### config.mk
export PLATFORM = sky130hd
export DESIGN_NAME = lsu
export DESIGN_NICKNAME = d
export VERILOG_FILES = /design/src/rtl/rv_pkg.sv /design/src/rtl/lsu_align.sv /design/src/rtl/lsu.sv
export SDC_FILE = /design/constraint.sdc
export NUM_CORES = 1
export LEC_CHECK = 0
export ABC_CLOCK_PERIOD_IN_PS = 3000
export CORE_MARGIN = 2
export CORE_UTILIZATION = 40
export CTS_BUF_LIST = sky130_fd_sc_hd__clkbuf_8
export DETAILED_ROUTE_END_ITERATION = 10
export HOLD_SLACK_MARGIN = 0.03
export PLACE_DENSITY = 0.85
export SYNTH_ARGS = -nofsm -noshare
export SYNTH_HDL_FRONTEND = slang
export SYNTH_SLANG_ARGS = --single-unit
### constraint.sdc
create_clock -name clk -period 3 [get_ports clk]
set_clock_uncertainty 0.1 [all_clocks]
set_input_delay 0.3 -clock clk [delete_from_list [all_inputs] [get_ports clk]]
set_output_delay 0.3 -clock clk [all_outputs]
set_load 0.05 [all_outputs]
### src/rtl/rv_pkg.sv
// Shared RV core definitions: load/store size encodings, LSU FSM states, bus timeout default.
package rv_pkg;

  localparam int unsigned XLEN            = 32;
  localparam int unsigned MEM_TIMEOUT_DEF = 255;

  // funct3[1:0] access size; funct3[2] selects zero-extension on loads
  localparam logic [1:0] SZ_B = 2'b00;
  localparam logic [1:0] SZ_H = 2'b01;
  localparam logic [1:0] SZ_W = 2'b10;
  localparam int unsigned F3_UNSIGNED = 2;

  localparam logic [2:0] F3_B  = 3'b000;
  localparam logic [2:0] F3_H  = 3'b001;
  localparam logic [2:0] F3_W  = 3'b010;
  localparam logic [2:0] F3_BU = 3'b100;
  localparam logic [2:0] F3_HU = 3'b101;

  typedef enum logic [1:0] {
    ST_IDLE = 2'd0,
    ST_BUS  = 2'd1,
    ST_DONE = 2'd2
  } lsu_state_t;

endpackage

### src/rtl/lsu_align.sv
// Byte-lane steering for stores and load extraction/extension. Misaligned H/W
// accesses are flagged only when LSU_MISALIGN_TRAP_EN is defined.
module lsu_align
  import rv_pkg::*;
(
  input  logic [2:0]      funct3,
  input  logic            is_store,
  input  logic [1:0]      addr_lo,
  input  logic [XLEN-1:0] wdata,
  input  logic [XLEN-1:0] mem_rdata,
  output logic [3:0]      wstrb_c,
  output logic [XLEN-1:0] wdata_c,
  output logic [XLEN-1:0] rdata_c,
  output logic            misal_c
);

  logic [1:0]      size;
  logic [1:0]      off;
  logic [XLEN-1:0] shifted;

  // Offending low offset bits are dropped: H keeps addr[1], W always offset 0
  always_comb begin
    size = funct3[1:0];
    off  = 2'b00;
    case (size)
      SZ_B:    off = addr_lo;
      SZ_H:    off = {addr_lo[1], 1'b0};
      default: off = 2'b00;
    endcase
  end

`ifdef LSU_MISALIGN_TRAP_EN
  assign misal_c = ((size == SZ_H) && addr_lo[0]) || (size[1] && (addr_lo != 2'b00));
`else
  assign misal_c = 1'b0;
`endif

  always_comb begin
    wstrb_c = 4'b0000;
    wdata_c = wdata;
    if (is_store) begin
      case (size)
        SZ_B: begin
          wstrb_c = 4'b0001 << off;
          wdata_c = {4{wdata[7:0]}};
        end
        SZ_H: begin
          wstrb_c = 4'b0011 << off;
          wdata_c = {2{wdata[15:0]}};
        end
        default: begin
          wstrb_c = 4'b1111;
          wdata_c = wdata;
        end
      endcase
    end
  end

  always_comb begin
    shifted = mem_rdata >> {off, 3'b000};
    case (size)
      SZ_B:    rdata_c = funct3[F3_UNSIGNED] ? {24'd0, shifted[7:0]}
                                             : {{24{shifted[7]}}, shifted[7:0]};
      SZ_H:    rdata_c = funct3[F3_UNSIGNED] ? {16'd0, shifted[15:0]}
                                             : {{16{shifted[15]}}, shifted[15:0]};
      default: rdata_c = shifted;
    endcase
  end

endmodule

### src/rtl/lsu.sv
// Load/store unit: IDLE -> BUS -> DONE handshake with bus timeout.
// Optional misaligned-access trap enabled by LSU_MISALIGN_TRAP_EN.
module lsu
  import rv_pkg::*;
#(
  parameter int unsigned MEM_TIMEOUT = MEM_TIMEOUT_DEF
) (
  input  logic            clk,
  input  logic            resetn,
  input  logic            start,
  input  logic            is_store,
  input  logic [2:0]      funct3,
  input  logic [XLEN-1:0] addr,
  input  logic [XLEN-1:0] wdata,
  output logic            busy,
  output logic            done,
  output logic [XLEN-1:0] rdata,
  output logic            misalign,
  output logic            bus_err,
  output logic [XLEN-1:0] mem_addr,
  output logic [XLEN-1:0] mem_wdata,
  output logic [3:0]      mem_wstrb,
  output logic            mem_rstrb,
  output logic            mem_valid,
  input  logic            mem_ready,
  input  logic [XLEN-1:0] mem_rdata
);

  localparam int unsigned     CNT_W    = (MEM_TIMEOUT > 1) ? $clog2(MEM_TIMEOUT) : 1;
  localparam logic [CNT_W-1:0] CNT_LAST = CNT_W'(MEM_TIMEOUT - 1);

  lsu_state_t       state_q, state_d;
  logic [CNT_W-1:0] cnt_q, cnt_d;
  logic [2:0]       f3_q;
  logic [1:0]       off_q;
  logic             store_q;

  logic [2:0]       al_f3;
  logic [1:0]       al_off;
  logic             al_store;
  logic [3:0]       wstrb_c;
  logic [XLEN-1:0]  wdata_c;
  logic [XLEN-1:0]  rdata_c;
  logic             misal_c;
  logic             timeout_c;

  // Aligner sees live inputs while accepting, latched request afterwards
  assign al_f3     = (state_q == ST_IDLE) ? funct3 : f3_q;
  assign al_off    = (state_q == ST_IDLE) ? addr[1:0] : off_q;
  assign al_store  = (state_q == ST_IDLE) ? is_store : store_q;
  assign timeout_c = !mem_ready && (cnt_q == CNT_LAST);

  lsu_align u_align (
    .funct3    (al_f3),
    .is_store  (al_store),
    .addr_lo   (al_off),
    .wdata     (wdata),
    .mem_rdata (mem_rdata),
    .wstrb_c   (wstrb_c),
    .wdata_c   (wdata_c),
    .rdata_c   (rdata_c),
    .misal_c   (misal_c)
  );

  always_comb begin
    state_d = state_q;
    cnt_d   = cnt_q;
    case (state_q)
      ST_IDLE: begin
        cnt_d = '0;
        if (start) state_d = misal_c ? ST_DONE : ST_BUS;
      end
      ST_BUS: begin
        if (mem_ready || timeout_c) state_d = ST_DONE;
        else                        cnt_d   = cnt_q + 1'b1;
      end
      ST_DONE: begin
        cnt_d   = '0;
        state_d = ST_IDLE;
      end
      default: state_d = ST_IDLE;
    endcase
  end

  // State, request latch and registered outputs
  always_ff @(posedge clk or negedge resetn) begin
    if (!resetn) begin
      state_q   <= ST_IDLE;
      cnt_q     <= '0;
      f3_q      <= '0;
      off_q     <= '0;
      store_q   <= 1'b0;
      busy      <= 1'b0;
      done      <= 1'b0;
      rdata     <= '0;
      misalign  <= 1'b0;
      bus_err   <= 1'b0;
      mem_addr  <= '0;
      mem_wdata <= '0;
      mem_wstrb <= '0;
      mem_rstrb <= 1'b0;
      mem_valid <= 1'b0;
    end else begin
      state_q <= state_d;
      cnt_q   <= cnt_d;
      busy    <= (state_d != ST_IDLE);
      done    <= (state_d == ST_DONE);
      case (state_q)
        ST_IDLE: begin
          if (start) begin
            f3_q     <= funct3;
            off_q    <= addr[1:0];
            store_q  <= is_store;
            misalign <= misal_c;
            bus_err  <= 1'b0;
            rdata    <= '0;
            if (!misal_c) begin
              mem_valid <= 1'b1;
              mem_addr  <= {addr[XLEN-1:2], 2'b00};
              mem_wdata <= wdata_c;
              mem_wstrb <= wstrb_c;
              mem_rstrb <= !is_store;
            end
          end
        end
        ST_BUS: begin
          if (mem_ready) begin
            mem_valid <= 1'b0;
            rdata     <= store_q ? '0 : rdata_c;
          end else if (timeout_c) begin
            mem_valid <= 1'b0;
            bus_err   <= 1'b1;
            rdata     <= '0;
          end
        end
        ST_DONE: begin
          misalign <= 1'b0;
          bus_err  <= 1'b0;
        end
        default: ;
      endcase
    end
  end

endmodule

== Word-level counts from Yosys, hierarchy flattened ==
Index checks and enable logic that the tools add are counted.
Word-level totals
  flip-flop bits (word level): 120
  bits in latches: 0
  bits in writable memories: 0
  bits in read-only memories: 0
  output and inout bits: 106
  memories: 0
Operators by class
  add/sub/neg operators: 1
  multiply operators: 0
  divide/modulo/power cells: 0
  magnitude comparators: 0
  equal/unequal tests: 10
  shift-type cells: 3
  mux-type cells: 30
  bitwise logic cells: 0
  reductions and logical operators: 17
Operators by type and width (number)
  32-bit 2-to-1 mux: 7
  32-bit one-hot mux with 2 select lines: 3
  32-bit by 5-bit right shift with 32-bit output: 1
  8-bit one-hot mux with 2 select lines: 1
  8-bit by 1-bit adder with 8-bit output (second input constant): 1
  8-bit == test (second input constant): 1
  8-bit 2-to-1 mux: 1
  2-bit inequality test (second input constant): 4
  2-bit one-hot mux with 2 select lines: 2
  4-bit one-hot mux with 2 select lines: 1
  2-bit nonzero test: 4
  1-bit 2-to-1 mux: 7
  2-bit 2-to-1 mux: 3
  2-bit AND reduction: 3
  2-bit by 1-bit == test with 1-bit output (second input constant): 2
  2-bit == test (second input constant): 2
  2-bit logical NOT: 2
  4-bit 2-to-1 mux: 1
  1-bit one-hot mux with 2 select lines: 2
  4-bit AND reduction: 1
  1-bit by 2-bit << shifter with 4-bit output (first input constant): 1
  2-bit by 2-bit << shifter with 4-bit output (first input constant): 1
  3-bit 2-to-1 mux: 1
  3-bit inequality test (second input constant): 1
  other kinds (7): 8

== Depth between registers and ports, before layout ==
Gate-level depths: netlist of run 1.
  depth after elaboration: 10
  gate-level depth with buffers: 9

== Cells and area by module ==
A second synthesis of run 1 with hierarchy kept.
Second synthesis, totals
  cell total of the unflattened synthesis: 474
  area, all modules: 6160.9 um^2
Modules (own cells, without submodules)
  lsu: times used 1, cells each 312, area each 4873.4 um^2
  lsu_align: times used 1, cells each 162, area each 1287.5 um^2

== Least setup slack after synthesis of run 1 ==
OpenSTA, ideal clock, no wires.
  path kind: register to register
  start: register state_q[1]
  end: register rdata[16]
  setup time: 0.126 ns
  data arrival time: 2.507 ns
  required time: 2.774 ns
  setup slack: 0.267 ns
  cell stages (with the launch flop): 9
  buffers on the path: 2
  path through: dfrtp_1 -> buf_6 -> or4_4 -> o31a_4 -> nor2_4 -> mux4_2 -> a22o_4 -> buf_6 -> a221o_1
On the way
  longest elaborated chain between the ends: 10
  elaborated cells on any way between the ends: 18
  classes of those cells: eq/ne: 4; shift: 1; mux: 9; reduce/logical: 4
RTL lines
  from (decl): line lsu.sv:32  | lsu_state_t state_q, state_d;
  from (signal assigned): line lsu.sv:104  | state_q <= state_d;
  2-bit logical NOT: line lsu.sv:48, lsu.sv:49, lsu.sv:108
  3-bit 2-to-1 mux: line lsu.sv:48  | assign al_f3 = (state_q == ST_IDLE) ? funct3 : f3_q;
  2-bit by 1-bit == test with 1-bit output or 2-bit logical NOT (tied branches): line lsu_align.sv:25, lsu_align.sv:61
  2-bit one-hot mux with 2 select lines: line lsu_align.sv:25  | case (size)
  32-bit by 5-bit right shift with 32-bit output: line lsu_align.sv:60  | shifted = mem_rdata >> {off, 3'b000};
  32-bit 2-to-1 mux (on tied branches): line lsu_align.sv:64, lsu_align.sv:62
  32-bit one-hot mux with 2 select lines: line lsu_align.sv:61  | case (size)
  32-bit 2-to-1 mux: line lsu.sv:129  | rdata <= store_q ? '0 : rdata_c;
  32-bit 2-to-1 mux: line lsu.sv:127  | if (mem_ready) begin
  32-bit one-hot mux with 2 select lines: line lsu.sv:108  | case (state_q)
  to (signal assigned): line lsu.sv:129
  to (decl): line lsu.sv:17  | output logic [XLEN-1:0] rdata,
Several ways; a longest one is shown, not always the timed one.
A chain may end at the register's enable or synchronous reset.

== Worst setup path after layout of run 1 ==
  start: register state_q[0]
  end: register rdata[23]
Same word-level chain as after synthesis.

==> flow_summary_export.csv, run 1 <==
group,metric,value,unit
sta,fin_crit,2.620,ns
sta,rsz0062_at_grt,"false",
hold_path,min_path_cells,3,
grt,grt_usage,0.2239,
grt,busiest_layer,"met2",
critical_path,crit_fanout,16,
synth,synth_area_per_cell,10.06,µm²
finish,stdcell_area,7936,µm²
run_status,status,"complete, no violations",
grt,grt_overflow,0,
floorplanning,rows,41,
clock_tree,post_cts_buffers,0,
finish,synthToLayoutAreaGrowth,50.31,%
synth,synthesis.instances,525,
critical_path,ff2ff_path_depth,6,
synth,synth_compound_area_frac,0.1393,
critical_path,startpoint_type,"register",
sta,max_freq,0.3817,GHz
clock_tree,clkTransAtPathRegs,0.08,ns
synth,synth_top_family_by_area,"simple AND/OR/NAND/NOR gates",
grt,antenna_found_initial,0,
flow_run,max_cap_violations,0,
placement,place_hpwl,11060,µm
floorplanning,die_height,118.9,µm
floorplanning,fp.coreArea,12770,µm²
routing,drt_iter0_drc,281,
sta,finalHoldViolations,0,
pwr,p_comb_frac,0.530,
routing,vias,4682,
placement,place_congestion,0.8561,
grt,grt_pass1_vias,4837,
finish,diodes,0,
pwr,power.density,1073,nW/µm²
grt,grt_util_met1,0.2644,
floorplanning,io-pin-count,210,
critical_path,cp.arrival,2.84,ns
grt,met2_usage,0.3743,
critical_path,crit_path_end_kind,"register",
pwr,p_sw,4.012,mW
synth,synth-simple-area-share,0.1836,
critical_path,worstSetupPathType,"register to register",
sta,finalCritPeriodShare,0.8733,
finish,n_fill_cell,987,
grt,globalRouteMet3Util,0.07184,
grt,grt_start_max_net_pins,72,
synth,ys_seq_elements,119,
finish,fin_nets,837,
synth,synthAdderAreaFrac,0.004739,
sta,tightest_slew,1.251,ns
placement,place.port_buffers,206,
clock_tree,cts_tree,"yes",
clock_tree,clk_latency,0.43,ns
routing,firstDrtPassIters,5,
placement,dpl_cell_area,7513,µm²
finish,final_core_util,0.6213,
floorplanning,start_util,0.4134,
pwr,clock_power_share,0.176,
clock_tree,clockBufferDepth,2,
synth,synthFlopType,"dfrtp_1",
floorplanning,die_w,118.9,µm
pwr,p_int,4.504,mW
routing,ant_nets,0,
grt,grt_pass1_wl,24860,µm
hold_path,hold_class,"input pin to register",
sta,slew_viol_final,0,
synth,async_flop_share,1.000,
sta,setup_viol,0,
routing,drt-vias-per-instance,5.111,
finish,drive_above_1_share,0.09140,
routing,drt-total-wl,15250,µm
routing,drcViolationCount,0,
sta,fin_hold_ws,0.2826,ns
pwr,peakVddDrop,775.7,µV
pwr,swShare,0.4711,
clock_tree,htree_num_levels,4,
pwr,seqPwrFrac,0.294,
clock_tree,cts_root_buf,"clkbuf_8",
synth,synth_area,5280,µm²
clock_tree,numCtsBuffers,17,
floorplanning,die_area,14130,µm²
sta,setup_tns,0,ns
synth,synth_xor_area_frac,0.01161,
synth,muxShareOfSynthArea,0.05972,
routing,wl_per_cell,16.65,µm
sta,maxSlewHeadroom,0.1651,
synth,synth_edf_count,0,
synth,ys_warn_count,0,
synth,yosysSeqAreaShare,0.5640,
pwr,p_leak,3.627,nW
synth,ys_types,45,
critical_path,critical_path_required,3.22,ns
clock_tree,cts.sinks,119,
-- synthesized netlist by cell type (2+ instances only) --
cell type | count | share of area
o41ai_1 | 2 | 0.0033
clkbuf_1 | 24 | 0.017
buf_1 | 2 | 0.0014
inv_1 | 5 | 0.0036
nand4_1 | 3 | 0.0036
mux2_2 | 8 | 0.017
xnor2_1 | 6 | 0.010
ha_1 | 2 | 0.0047
a221o_1 | 24 | 0.045
buf_4 | 5 | 0.0071
nor2_4 | 2 | 0.0043
o31ai_1 | 3 | 0.0043
nor2_1 | 26 | 0.018
o21ai_0 | 18 | 0.017
dfrtp_1 | 119 | 0.56
nand2b_1 | 3 | 0.0036
nor3b_1 | 3 | 0.0043
a22o_1 | 8 | 0.013
a22oi_1 | 8 | 0.011
nand3_1 | 3 | 0.0028
o21a_1 | 8 | 0.011
buf_6 | 2 | 0.0043
and2_1 | 13 | 0.015
mux2i_1 | 18 | 0.034
nand2_1 | 169 | 0.12
a21oi_1 | 19 | 0.018
buf_2 | 3 | 0.0028
nor3_1 | 2 | 0.0019
-- registers in the layout, indices dropped and copies added, names as in the netlist --
signal and flops:
bus_err 1, busy 1, cnt_q 8, done 1, f3_q 3, mem_addr 30
mem_rstrb 1, mem_valid 1, mem_wdata 32, mem_wstrb 4, off_q 2, rdata 32
state_q 2, store_q 1
-- layer usage --
layer | wire length [µm] | vias to the layer above | share of wire
met5 | 0 | - | 0
met4 | 451 | 0 | 0.030
met3 | 1076 | 34 | 0.071
met2 | 7730 | 194 | 0.51
met1 | 5993 | 2248 | 0.39
li1 | - | 2206 | -
-- timing repair --
item | in CTS | in global routing
hold endpoints to repair | 52 | 0
setup endpoints to repair | 0 | 0
resized for setup | 0 | 0
hold buffers | 1 | 0
-- power groups by stage --
stage / registers [mW] / logic (mW) / clock network, mW
after floorplan: 4.29 / 1.12 / 0
after global placement: 2.49 / 4.45 / 0
final: 2.50 / 4.51 / 1.50
after detailed placement: 2.53 / 4.51 / 0
after CTS: 2.51 / 4.53 / 1.54
after global routing: 2.58 / 4.75 / 1.62
-- through the flow --
step	setup slack, ns	instances	power, mW
after global routing	0.2023	916	8.950
after global placement	0.1350	883	6.945
after floorplan	0.2672	527	5.414
after CTS	0.3974	916	8.579
after detailed placement	0.05909	883	7.040
final	0.3800	916	8.516
-- path summary, 6_finish.rpt --
check	end	from	slack [ns]
max	rdata[23]	state_q[0]	0.38
min	mem_addr[24]	addr[24]	0.28
max reg2reg	rdata[23]	state_q[0]	0.38
min reg2reg	mem_wdata[0]	mem_wdata[0]	0.37
max in group asynchronous	mem_addr[2]	resetn	1.66
min in group asynchronous	rdata[4]	resetn	0.35
-- logic make-up after synthesis --
family / after synthesis
compound gates: 97
fa+ha+maj: 2
xor+xnor: 7
simple gates: 230
buf+inv: 41
flops: 119
mux: 28
other cells: 1
-- critical path, cell delays in order, from the launching register on --
cell and delay (ns):
dfrtp_1 0.39, or4_4 0.57, o31a_4 0.15, nor2_4 0.13
mux4_2 0.54, a22o_4 0.34, a221o_1 0.29
-- cells in the final DEF (no fill, tap or decap), drive strengths merged, types with 2 or more instances in the layout --
master / count
a21oi: 19
o21ai: 18
nand4: 3
a221o: 24
nor3b: 3
nor3: 2
xnor2: 6
inv: 6
clkinvlp: 4
ha: 2
bufinv: 3
buf: 15
clkdlybuf4s50: 205
a22oi: 8
o41ai: 2
o21a: 8
o31ai: 3
a31oi: 2
nor2: 28
dfrtp: 119
a22o: 9
mux2i: 19
or2: 2
nand2: 169
clkbuf: 17
nand2b: 3
clkinv: 7
mux2: 8
conb: 3
nand3: 3
and2: 13
-- area by class of cell --
cell class | instances | area (µm²) | share of cell area
flip-flops and latches | 119 | 2978 | 0.3752
repair buffers | 221 | 2187 | 0.2756
clock buffers | 17 | 234.0 | 0.02948
multi-input cells | 367 | 2125 | 0.2677
well taps | 172 | 215.2 | 0.02712
inverters | 5 | 18.77 | 0.002365
clock inverters | 15 | 178.9 | 0.02254
No activity file was read; power rests on OpenSTA's default activity.
==> inputs of run 2 (changes only) <==
GPL_ROUTABILITY_DRIVEN = 1   (was unset)
==> results of run 2 <==
Final layout, timing and power as in run 1 (identical DEF).
